<file path="config.mk">
export PLATFORM = sky130hd
export DESIGN_NAME = uart_tx
export DESIGN_NICKNAME = d
export VERILOG_FILES = /design/src/rtl/uart_pkg.sv /design/src/rtl/uart_baud_counter.sv /design/src/rtl/uart_tx.sv
export SDC_FILE = /design/constraint.sdc
export NUM_CORES = 1
export LEC_CHECK = 0
export CORE_MARGIN = 10
export CORE_UTILIZATION = 50
export CTS_CLUSTER_SIZE = 16
export DETAILED_ROUTE_END_ITERATION = 6
export PLACE_DENSITY = 0.74
export SLEW_MARGIN = 25
export SYNTH_ARGS = -nofsm -noshare
export SYNTH_HDL_FRONTEND = slang
export SYNTH_SLANG_ARGS = --single-unit
export TNS_END_PERCENT = 50
</file>
<file path="constraint.sdc">
create_clock -name clock -period 2.39 [get_ports clock]
set_input_delay 0.717 -clock clock [delete_from_list [all_inputs] [get_ports clock]]
set_output_delay 0.717 -clock clock [all_outputs]
set_load 0.005 [all_outputs]
</file>
<file path="src/rtl/uart_pkg.sv">
// Shared UART definitions: transmitter/receiver state encoding and the
// bit-period derivation used by both directions of the link.
package uart_pkg;

    typedef enum logic [1:0] {
        ST_IDLE  = 2'd0,
        ST_START = 2'd1,
        ST_DATA  = 2'd2,
        ST_STOP  = 2'd3
    } uart_state_e;

    // Clock cycles per serial bit, truncated (138 at 16 MHz / 115200).
    function automatic int unsigned clks_per_bit(
        input int unsigned clk_freq,
        input int unsigned bit_rate
    );
        return clk_freq / bit_rate;
    endfunction

endpackage

</file>
<file path="src/rtl/uart_baud_counter.sv">
// Terminal-count bit-period tick generator with synchronous restart.
// Ports: clock, reset (async, active-low), i_restart, o_tick.
module uart_baud_counter #(
    parameter int unsigned CLKS_PER_BIT = 138
) (
    input  logic clock,
    input  logic reset,
    input  logic i_restart,
    output logic o_tick
);

    localparam int unsigned CW =
        (CLKS_PER_BIT > 1) ? $clog2(CLKS_PER_BIT) : 1;
    localparam logic [CW-1:0] LAST = CW'(CLKS_PER_BIT - 1);

    logic [CW-1:0] r_count;

    always_ff @(posedge clock or negedge reset) begin
        if (!reset) begin
            r_count <= '0;
        end else if (i_restart || (r_count == LAST)) begin
            r_count <= '0;
        end else begin
            r_count <= r_count + CW'(1);
        end
    end

    assign o_tick = (r_count == LAST);

endmodule

</file>
<file path="src/rtl/uart_tx.sv">
// UART transmitter: start bit, PAYLOAD_BITS data LSB first, one stop bit,
// with a one-word holding register for gap-free back-to-back frames.
// Ports: clock, reset (async, active-low), io_i_data/io_i_valid/io_o_ready
// input handshake, io_o_serial_data line, io_o_tx_done pulse, io_o_busy.
module uart_tx
    import uart_pkg::*;
#(
    parameter int unsigned BIT_RATE     = 115200,
    parameter int unsigned CLK_FREQ     = 16_000_000,
    parameter int unsigned PAYLOAD_BITS = 8
) (
    input  logic                    clock,
    input  logic                    reset,
    input  logic [PAYLOAD_BITS-1:0] io_i_data,
    input  logic                    io_i_valid,
    output logic                    io_o_ready,
    output logic                    io_o_serial_data,
    output logic                    io_o_tx_done,
    output logic                    io_o_busy
);

    localparam int unsigned CLKS_PER_BIT = clks_per_bit(CLK_FREQ, BIT_RATE);
    localparam int unsigned BW =
        (PAYLOAD_BITS > 1) ? $clog2(PAYLOAD_BITS) : 1;
    localparam logic [BW-1:0] LAST_BIT = BW'(PAYLOAD_BITS - 1);

    uart_state_e             r_state;
    logic [PAYLOAD_BITS-1:0] r_shift;
    logic [BW-1:0]           r_bit;
    logic [PAYLOAD_BITS-1:0] r_hold_data;
    logic                    r_hold_valid;
    logic                    r_serial;
    logic                    r_done;

    logic                    w_tick_raw;
    logic                    w_tick;
    logic                    w_accept;
    logic                    w_load;
    logic                    w_stop_end;
    logic [PAYLOAD_BITS-1:0] w_shift_next;

    // Counter is held at zero while idle so every frame starts phase-aligned.
    uart_baud_counter #(
        .CLKS_PER_BIT(CLKS_PER_BIT)
    ) u_baud (
        .clock    (clock),
        .reset    (reset),
        .i_restart(w_load || (r_state == ST_IDLE)),
        .o_tick   (w_tick_raw)
    );

    assign w_tick       = w_tick_raw && (r_state != ST_IDLE);
    assign w_accept     = io_i_valid && !r_hold_valid;
    assign w_stop_end   = (r_state == ST_STOP) && w_tick;
    // Loading straight out of STOP is what removes the idle gap.
    assign w_load       = r_hold_valid && ((r_state == ST_IDLE) || w_stop_end);
    assign w_shift_next = r_shift >> 1;

    always_ff @(posedge clock or negedge reset) begin
        if (!reset) begin
            r_hold_data  <= '0;
            r_hold_valid <= 1'b0;
        end else if (w_accept) begin
            r_hold_data  <= io_i_data;
            r_hold_valid <= 1'b1;
        end else if (w_load) begin
            r_hold_valid <= 1'b0;
        end
    end

    always_ff @(posedge clock or negedge reset) begin
        if (!reset) begin
            r_state  <= ST_IDLE;
            r_shift  <= '0;
            r_bit    <= '0;
            r_serial <= 1'b1;
            r_done   <= 1'b0;
        end else begin
            r_done <= w_stop_end;
            if (w_load) begin
                r_state  <= ST_START;
                r_shift  <= r_hold_data;
                r_bit    <= '0;
                r_serial <= 1'b0;
            end else if (w_tick) begin
                unique case (r_state)
                    ST_START: begin
                        r_state  <= ST_DATA;
                        r_bit    <= '0;
                        r_serial <= r_shift[0];
                    end
                    ST_DATA: begin
                        if (r_bit == LAST_BIT) begin
                            r_state  <= ST_STOP;
                            r_serial <= 1'b1;
                        end else begin
                            r_shift  <= w_shift_next;
                            r_bit    <= r_bit + BW'(1);
                            r_serial <= w_shift_next[0];
                        end
                    end
                    ST_STOP: begin
                        r_state  <= ST_IDLE;
                        r_serial <= 1'b1;
                    end
                    ST_IDLE: begin
                        r_serial <= 1'b1;
                    end
                endcase
            end
        end
    end

    assign io_o_ready       = !r_hold_valid;
    assign io_o_serial_data = r_serial;
    assign io_o_tx_done     = r_done;
    assign io_o_busy        = (r_state != ST_IDLE);

endmodule

</file>
# Yosys cells after proc, flatten, opt, wreduce, memory -nomap -nowiden

Cells that the tools add are included.

Add/sub/neg operators: 2
Equality and inequality tests: 8
Mux-type cells: 19
Reductions and logical operators: 19

Operator list:

| kind                                                | number |
|---|---|
| 2-to-1 mux 8 bit                                    | 5 |
| 2-to-1 mux 3 bit                                    | 3 |
| AND reduction 3 bit                                 | 3 |
| adder 8 x 1 -> 8 bit, second input constant         | 1 |
| equality test 8 bit, second input constant          | 1 |
| nonzero test 2 bit                                  | 4 |
| 2-to-1 mux 2 bit                                    | 3 |
| != test 3 bit, second input constant                | 2 |
| one-hot mux 2 bit (3 select lines)                  | 1 |
| one-hot mux 3 bit (2 select lines)                  | 1 |
| 2-to-1 mux 1 bit                                    | 5 |
| equality test 2 bit, second input constant          | 2 |
| logical AND 1 bit                                   | 4 |
| nonzero test 4 bit                                  | 1 |
| adder 3 x 1 -> 3 bit, second input constant         | 1 |
| equality test 3 bit, second input constant          | 1 |
| logical OR 1 bit                                    | 3 |
| one-hot mux 1 bit (3 select lines)                  | 1 |
| nonzero test 3 bit                                  | 1 |
| equality test 2 x 1 -> 1 bit, second input constant | 1 |
| zero test 2 bit                                     | 1 |
| != test 2 bit, second input constant                | 1 |
| OR reduction 2 bit                                  | 1 |
| zero test 1 bit                                     | 1 |

Register bits after elaboration: 32
Bits of input ports: 11

# Depth between registers and ports, before layout

Gate-level depths: netlist (run 1).

Depth after elaboration: 8
Depth in mapped cells: 7
Depth with buffers taken out: 6

# Cells and area by module

From an unflattened synthesis (run 1), not the netlist that was laid out.

Cell total of the unflattened synthesis: 145
Area, all modules: 1604.0 um^2

Modules (own cells, without submodules):

| module            | times used | cells each | area an instance (um^2) | seq. area each (um^2) |
|---|---|---|---|---|
| uart_tx           | 1          | 106        | 1191.1                  | 601.8 |
| uart_baud_counter | 1          | 39         | 412.9                   | 200.2 |

# Least setup slack after synthesis (run 1)

OpenSTA, ideal clock, no wires.

Path kind: register to register
From: register u_baud.r_count[4]
To: register r_shift[6]
Library setup time: 0.127 ns
Arrival time: 2.155 ns
Path slack: 0.107 ns
Stages on the path, launching flop included: 6
Path buffers: 1
Clock period less this slack: 2.283 ns
Cells stage by stage: dfrtp_1 or4b_1 buf_4 nor4_4 mux2_1 mux2_1

Word-level cells in the longest chain between the ends: 7
Elaborated cells between the ends (all ways): 10
Classes of those cells: eq/ne: 2; mux: 1; reduce/logical: 7

Ends and longest elaborated chain:

| what                                                          | RTL line                | RTL |
|---|---|---|
| from (decl)                                                   | uart_baud_counter.sv:16 | `logic [CW-1:0] r_count;` |
| from (signal assigned)                                        | uart_baud_counter.sv:24 | `r_count <= r_count + CW'(1);` |
| equality test 8 bit (*)                                       | uart_baud_counter.sv:28 | `assign o_tick = (r_count == LAST);` |
| logical AND 1 bit (*)                                         | uart_tx.sv:52           | `assign w_tick = w_tick_raw && (r_state != ST_IDLE);` |
| logical AND 1 bit                                             | uart_tx.sv:54           | `assign w_stop_end = (r_state == ST_STOP) && w_tick;` |
| logical OR 1 bit                                              | uart_tx.sv:56           | `assign w_load = r_hold_valid && ((r_state == ST_IDLE) \|\| w_stop_end);` |
| logical AND 1 bit                                             | uart_tx.sv:56           |  |
| != test 2 bit (no line) or nonzero test 2 bit (tied branches) | --                      |  |
| AND reduction 3 bit (no line)                                 | --                      |  |
| to (signal assigned)                                          | uart_tx.sv:82           | `r_shift <= r_hold_data;` |
| to (signal assigned)                                          | uart_tx.sv:97           | `r_shift <= w_shift_next;` |
| to (decl)                                                     | uart_tx.sv:28           | `logic [PAYLOAD_BITS-1:0] r_shift;` |

Every way passes the cells marked *; elsewhere a longest branch is shown, timed or not.
A chain may end at the register's enable or synchronous reset.

# Worst setup path after layout (run 1)

From: register r_state[1]
To: output io_o_busy

Word-level cells in the longest chain between the ends: 1

Ends and longest elaborated chain:

| what                   | RTL line       | RTL |
|---|---|---|
| from (decl)            | uart_tx.sv:27  | `uart_state_e r_state;` |
| from (signal assigned) | uart_tx.sv:73  | `r_state <= ST_IDLE;` |
| from (signal assigned) | uart_tx.sv:81  | `r_state <= ST_START;` |
| from (signal assigned) | uart_tx.sv:88  | `r_state <= ST_DATA;` |
| nonzero test 2 bit     | uart_tx.sv:117 | `assign io_o_busy = (r_state != ST_IDLE);` |
| to (decl)              | uart_tx.sv:19  | `output logic io_o_busy` |

No other way between the ends.

==> results of run 1 <==
==> Yosys cell counts <==
cell type / instances
dfrtp_1: 31
mux2_1: 14
nor2_1: 13
ha_1: 9
mux2_2: 9
nand3_1: 7
inv_1: 6
nand2b_1: 5
xor2_1: 5
a21oi_1: 3
nor3_1: 3
and3_1: 2
clkbuf_1: 2
nand2_1: 2
nor2b_1: 2
o211ai_1: 2
o21ai_0: 2
o21ai_1: 2
a2111oi_2: 1
a211oi_1: 1
buf_4: 1
dfstp_2: 1
mux2i_1: 1
nand3b_1: 1
nor4_4: 1
nor4b_2: 1
o21a_1: 1
or4b_1: 1
or4bb_1: 1
xnor2_1: 1
==> registers in the layout (all words and copies together) (netlist names) <==
| signal | cells |
|---|---|
| u_baud.r_count | 8 |
| r_shift | 8 |
| r_bit | 3 |
| r_hold_valid | 1 |
| io_o_serial_data | 1 |
| r_hold_data | 8 |
| r_state | 2 |
| io_o_tx_done | 1 |
==> layout make-up <==
type                       count  area, µm²  share of cell area [%]
clock buffer                   7      65.06                   3.446
sequential                    32      802.0                   42.48
inverter                       6      22.52                   1.193
multi-input combinational     90      758.2                   40.16
tap                           44      55.05                   2.916
timing repair buffer          20      185.2                   9.808
==> power by group through the flow <==
| stage | clock network (mW) | logic (mW) | registers (mW) |
|---|---|---|---|
| 6_report | 0.346 | 0.441 | 0.860 |
| 5_1_grt | 0.387 | 0.503 | 0.892 |
| 4_1_cts | 0.359 | 0.448 | 0.860 |
| 3_5_place_dp | 0 | 0.442 | 0.870 |
| 3_3_place_gp | 0 | 0.422 | 0.864 |
| 2_1_floorplan | 0 | 0.344 | 0.831 |
==> routing by layer <==
layer	part of all wire, %	GRT usage (%)
met5	0	0
met3	4.8	4.599
met1	47	11.30
met2	46	16.07
met4	1.7	4.647
==> placed cells by master (no fill, tap or decap) <==
master            n
nor4_4            1
nand3_1           7
clkdlybuf4s50_1  14
inv_1             5
o21ai_1           1
dfrtp_1          31
and3_1            2
nor2b_1           2
inv_2             1
or4bb_1           1
clkbuf_8          2
xor2_1            5
nor2_1           13
buf_4             6
ha_4              1
dfstp_2           1
mux2_1           14
xnor2_1           1
mux2i_1           1
o21ai_2           1
o21ai_0           2
clkbuf_4          5
nand3b_1          1
o211ai_1          2
mux2_2            9
a211oi_1          1
or4b_1            1
nand2_1           2
o21a_1            1
a21oi_1           3
nor4b_2           1
a2111oi_2         1
nand2b_1          5
nor3_1            3
ha_1              8
==> logic make-up (layout without fill, tap and decap cells) <==
family                     count (synthesis)  count (layout)  share of synthesized area (%)
muxes                                     24              24                          17.01
AOI/OAI and AO/OA                         12              12                          5.063
DFF                                       32              32                          50.71
xor gates and xnor gates                   6               6                          3.323
and+or+nand+nor                           39              39                          14.40
adders and majority gates                  9               9                          7.120
buffers and inverters                      9              33                          2.374
==> final timing paths <==
path	start	to	slack [ns]	depth (start not counted)
worst max-delay path	r_state[1]	io_o_busy	0.1	4
worst min-delay path	r_bit[0]	r_bit[0]	0.49	1
worst max register to register	u_baud.r_count[4]	r_shift[2]	0.17	5
worst min register to register	r_bit[0]	r_bit[0]	0.49	1
max in group asynchronous	reset	io_o_serial_data	1.31	2
min in group asynchronous	reset	r_bit[2]	0.76	2
==> what timing repair did <==
item	in CTS	in global routing
buffers inserted	1	0
hold buffers	0	0
gates resized for setup	2	2
cloned	0	0
endpoints found under the hold margin	0	0
setup endpoints to repair	1	6
==> metrics by stage <==
step                setup slack, ns  instances
floorplan                    0.1072        131
global placement             0.1929        191
detailed placement           0.1449        191
CTS                         0.03456        199
global route                0.03172        199
finish                      0.09689        199
==> out/results.tsv, run 1 <==
stage	metric	value	unit
floorplanning	die_h	76.24	µm
floorplanning	coreArea	0.003053	mm²
detailed_routing	first_pass_iters	4	
power	p_per_area	871.8	mW/mm²
critical_path	crit_chain	inv_1, ha_4, inv_1, clkdlybuf4s50_1	
power	finalPower	1.646	mW
critical_path	slowest_delay	0.50	ns
worst_hold_path	hp-class	flop to flop	
timing	skew	0.007283	ns
yosys	netlist_area	0.001582	mm²
global_route	grt_pass1_wl	4.823	mm
clock_tree	clk_latency	0.34	ns
global_route	grt_max_degree	33	
global_route	grt_pass1_vias	1049	
detailed_routing	ant_nets	0	
floorplanning	die_w	76.24	µm
power	switching_share	29.66	%
cells_and_area	fillers	255	
global_route	antenna_found_initial	0	
clock_tree	clk_pin_slew	0.09	ns
critical_path	cpMostUsedCell	inv_1	
cells_and_area	area_growth	19.38	%
global_route	track_usage	10.11	%
yosys	avgSynthCellArea	12.07	µm²
floorplanning	initial_core_util	51.80	%
critical_path	cp-end-kind	primary output	
cells_and_area	finalNetCount	175	
critical_path	cp_data_arrival_time	1.58	ns
floorplanning	rows	20	
detailed_routing	vias	1012	
clock_tree	h-tree-depth	2	
timing	relSlewSlack	63.45	%
placement	gp_congestion	0.8714	
critical_path	critPathSlowestCell	clkdlybuf4s50_1	
yosys	synth_top_area_cell	dfrtp_1	
detailed_routing	drt-initial-drc-count	38	
clock_tree	clock_path_buffers	2	
placement	dpl_cell_area	0.001799	mm²
timing	final.setup.tns	0	ns
clock_tree	cts_tree	yes	
power	power.switching	488.2	µW
power	clkPwrFrac	21.0	%
yosys	syn-num-nets	151	
cells_and_area	n_antenna_cell	0	
power	combPwrFrac	26.8	%
status	outcome	completed	
clock_tree	cts_made_buffers	5	
timing	rsz0062_at_grt	no	
critical_path	path_buf_inv	3	
timing	hold_viol	0	
placement	dp_hpwl	2.005	mm
cells_and_area	utilization	61.84	%
power	p_int	1.158	mW
critical_path	required	1.67	ns
yosys	synth_warnings	0	
timing	min_period	2.293	ns
timing	tightest_slew	0.5472	ns
power	ir_worst_vdd	0.4920	mV
detailed_routing	vias_per_cell	5.085	
critical_path	path_class	flop to primary output	
yosys	synth_seq_cells	32	
placement	io_buffers	14	
critical_path	start_kind	flop	
yosys	syn-instance-count	131	
detailed_routing	drt_wl_total	2.690	mm
cells_and_area	drive_above_1_share	18.71	%
yosys	seq_area_frac_synth	50.71	%
timing	fmax	0.4361	GHz
clock_tree	root_buffer	clkbuf_4	
timing	slew_violations	0	
detailed_routing	drc_errors	0	
timing	whs	0.4932	ns
yosys	yosysUniqueCellTypes	30	
yosys	synth.area.top_cells	dfrtp_1 (49%), mux2_1 (10%), ha_1 (7.1%)	
floorplanning	ioPinCount	15	
job	maxCapViolCount	0	
critical_path	critical_path.top_delay_family	buffers and inverters	
critical_path	path_max_fanout	4	
floorplanning	dieArea	0.005813	mm²
power	seqPwrFrac	52.2	%
power	p_leak	0.8323	nW
yosys	synth.top_cell.area_share	49.05	%
global_route	grt.overflow.total	0	
cells_and_area	final_cell_area	0.001888	mm²
clock_tree	cts_num_sinks	32	
timing	post-route-period-util	95.95	%
timing	setup_viol	0	
detailed_routing	post_drt_wl_per_cell	13.52	µm
(Power assumes the default switching activity.)
==> inputs of run 2 (changes only) <==
- CORE_MARGIN: 10 -> 1
- SLEW_MARGIN: 25 -> 20
==> out/results.tsv, run 2 (synthesized netlist as in run 1, its figures left out) <==
stage	metric	value	unit
clock_tree	clk_pin_slew	0.10	ns
timing	rsz0062_at_grt	no	
global_route	grt_pass1_vias	1070	
floorplanning	coreArea	0.003028	mm²
floorplanning	rows	20	
cells_and_area	final_common_cell	dfrtp_1	
clock_tree	clk_latency	0.33	ns
detailed_routing	vias	1020	
critical_path	path_max_fanout	7	
detailed_routing	vias_per_cell	5.126	
timing	post-route-period-util	96.80	%
detailed_routing	drt_wl_total	2.702	mm
timing	min_period	2.313	ns
clock_tree	cts_num_sinks	32	
critical_path	path_class	flop to primary output	
cells_and_area	n_antenna_cell	0	
cells_and_area	multiInputGateArea	758.2	µm²
cells_and_area	area_growth	20.81	%
cells_and_area	fillers	255	
critical_path	cp-end-kind	primary output	
timing	skew	0.006872	ns
floorplanning	die_w	58.24	µm
floorplanning	dieArea	0.003392	mm²
timing	setup_viol	0	
clock_tree	clock_path_buffers	2	
placement	dpl_cell_area	0.001792	mm²
clock_tree	cts_tree	yes	
power	finalPower	1.777	mW
detailed_routing	drc_errors	0	
worst_hold_path	hp-class	flop to flop	
power	clkPwrFrac	26.0	%
clock_tree	root_buffer	clkbuf_4	
global_route	grt_pass1_wl	4.712	mm
cells_and_area	drive_above_1_share	18.71	%
cells_and_area	stdcell_count	199	
critical_path	required	1.67	ns
detailed_routing	first_pass_iters	4	
timing	slew_violations	0	
detailed_routing	ant_nets	0	
status	outcome	completed	
timing	hold_viol	0	
global_route	track_usage	19.21	%
timing	fmax	0.4323	GHz
placement	pre_cts_slack	0.09713	ns
power	seqPwrFrac	48.8	%
power	combPwrFrac	25.2	%
power	p_per_area	930.2	mW/mm²
power	ir_worst_vdd	0.5740	mV
timing	relSlewSlack	61.70	%
floorplanning	ioPinCount	15	
placement	io_buffers	14	
cells_and_area	register_area	802.0	µm²
cells_and_area	utilization	63.10	%
global_route	grt_max_degree	33	
floorplanning	initial_core_util	52.23	%
placement	dp.cells	190	
cells_and_area	finalNetCount	174	
cells_and_area	top_regs	r_hold_data x8, r_shift x8, u_baud.r_count x8	
critical_path	start_kind	flop	
detailed_routing	drt-initial-drc-count	34	
timing	final.setup.tns	0	ns
timing	tightest_slew	0.5707	ns
clock_tree	h-tree-depth	2	
cells_and_area	final_cell_area	0.001911	mm²
power	switching_share	28.64	%
global_route	grt.overflow.total	0	
critical_path	cp_data_arrival_time	1.60	ns
timing	whs	0.4900	ns
global_route	antenna_found_initial	0	
floorplanning	die_h	58.24	µm
clock_tree	cts_made_buffers	5	
job	maxCapViolCount	0	
power	p_int	1.268	mW
detailed_routing	post_drt_wl_per_cell	13.58	µm
power	power.switching	509.1	µW
power	p_leak	0.8411	nW
placement	dp_hpwl	1.976	mm
cells_and_area	most-common-layout-cells	dfrtp_1 (31), mux2_1 (14), clkdlybuf4s50_1 (14)	
placement	gp_congestion	0.7927	
timing	setup_ws	0.07652	ns
## run 2: changes by cell type in the layout (fill, tap and decap cells not counted), sizes merged
cell	change
buf	-1
bufinv	+1
## run 2: final timing paths
check	endpoint	depth (start not counted)	slack, ns	from
max	io_o_busy	4	0.08	r_state[0]
min	r_shift[2]	1	0.49	r_hold_data[2]
max reg2reg	r_shift[4]	5	0.14	u_baud.r_count[4]
min reg2reg	r_shift[2]	1	0.49	r_hold_data[2]
max in group asynchronous	io_o_serial_data	2	1.31	reset
min in group asynchronous	io_o_tx_done	2	0.76	reset
## run 2: power groups by stage
stage / Sequential (mW) / Combinational (mW) / Clock (mW)
after floorplan: 0.831 / 0.344 / 0
after global placement: 0.865 / 0.418 / 0
after detailed placement: 0.879 / 0.449 / 0
after CTS: 0.868 / 0.456 / 0.471
after global routing: 0.897 / 0.509 / 0.495
final: 0.868 / 0.447 / 0.462
## run 2: routing by layer
layer	track usage [%]	wire [µm]	vias up
met1	22.50	1176	492
met5	0	0	-
met2	31.86	1355	17
met4	8.163	64	0
li1	-	-	504
met3	6.920	106	7
## run 2: final cells by class
type                    count  share of cell area [%]
flip-flops and latches     32                   41.98
multi-input cells          90                   39.69
repair buffers             19                   9.299
clock buffers               7                   3.405
well taps                  44                   2.881
clock inverters             1                   1.572
inverters                   6                   1.179
## run 2: what timing repair did
item                                    in CTS  in global routing
hold buffers                                 0                  0
setup buffers                                1                  0
endpoints found under the setup margin       1                  8
gates resized for setup                      2                  2
## run 2: worst max-delay path: stages, from the launching register on
cell and delay, ns:
dfrtp_1 0.40, inv_2 0.08, ha_4 0.20, inv_1 0.08, clkdlybuf4s50_1 0.50
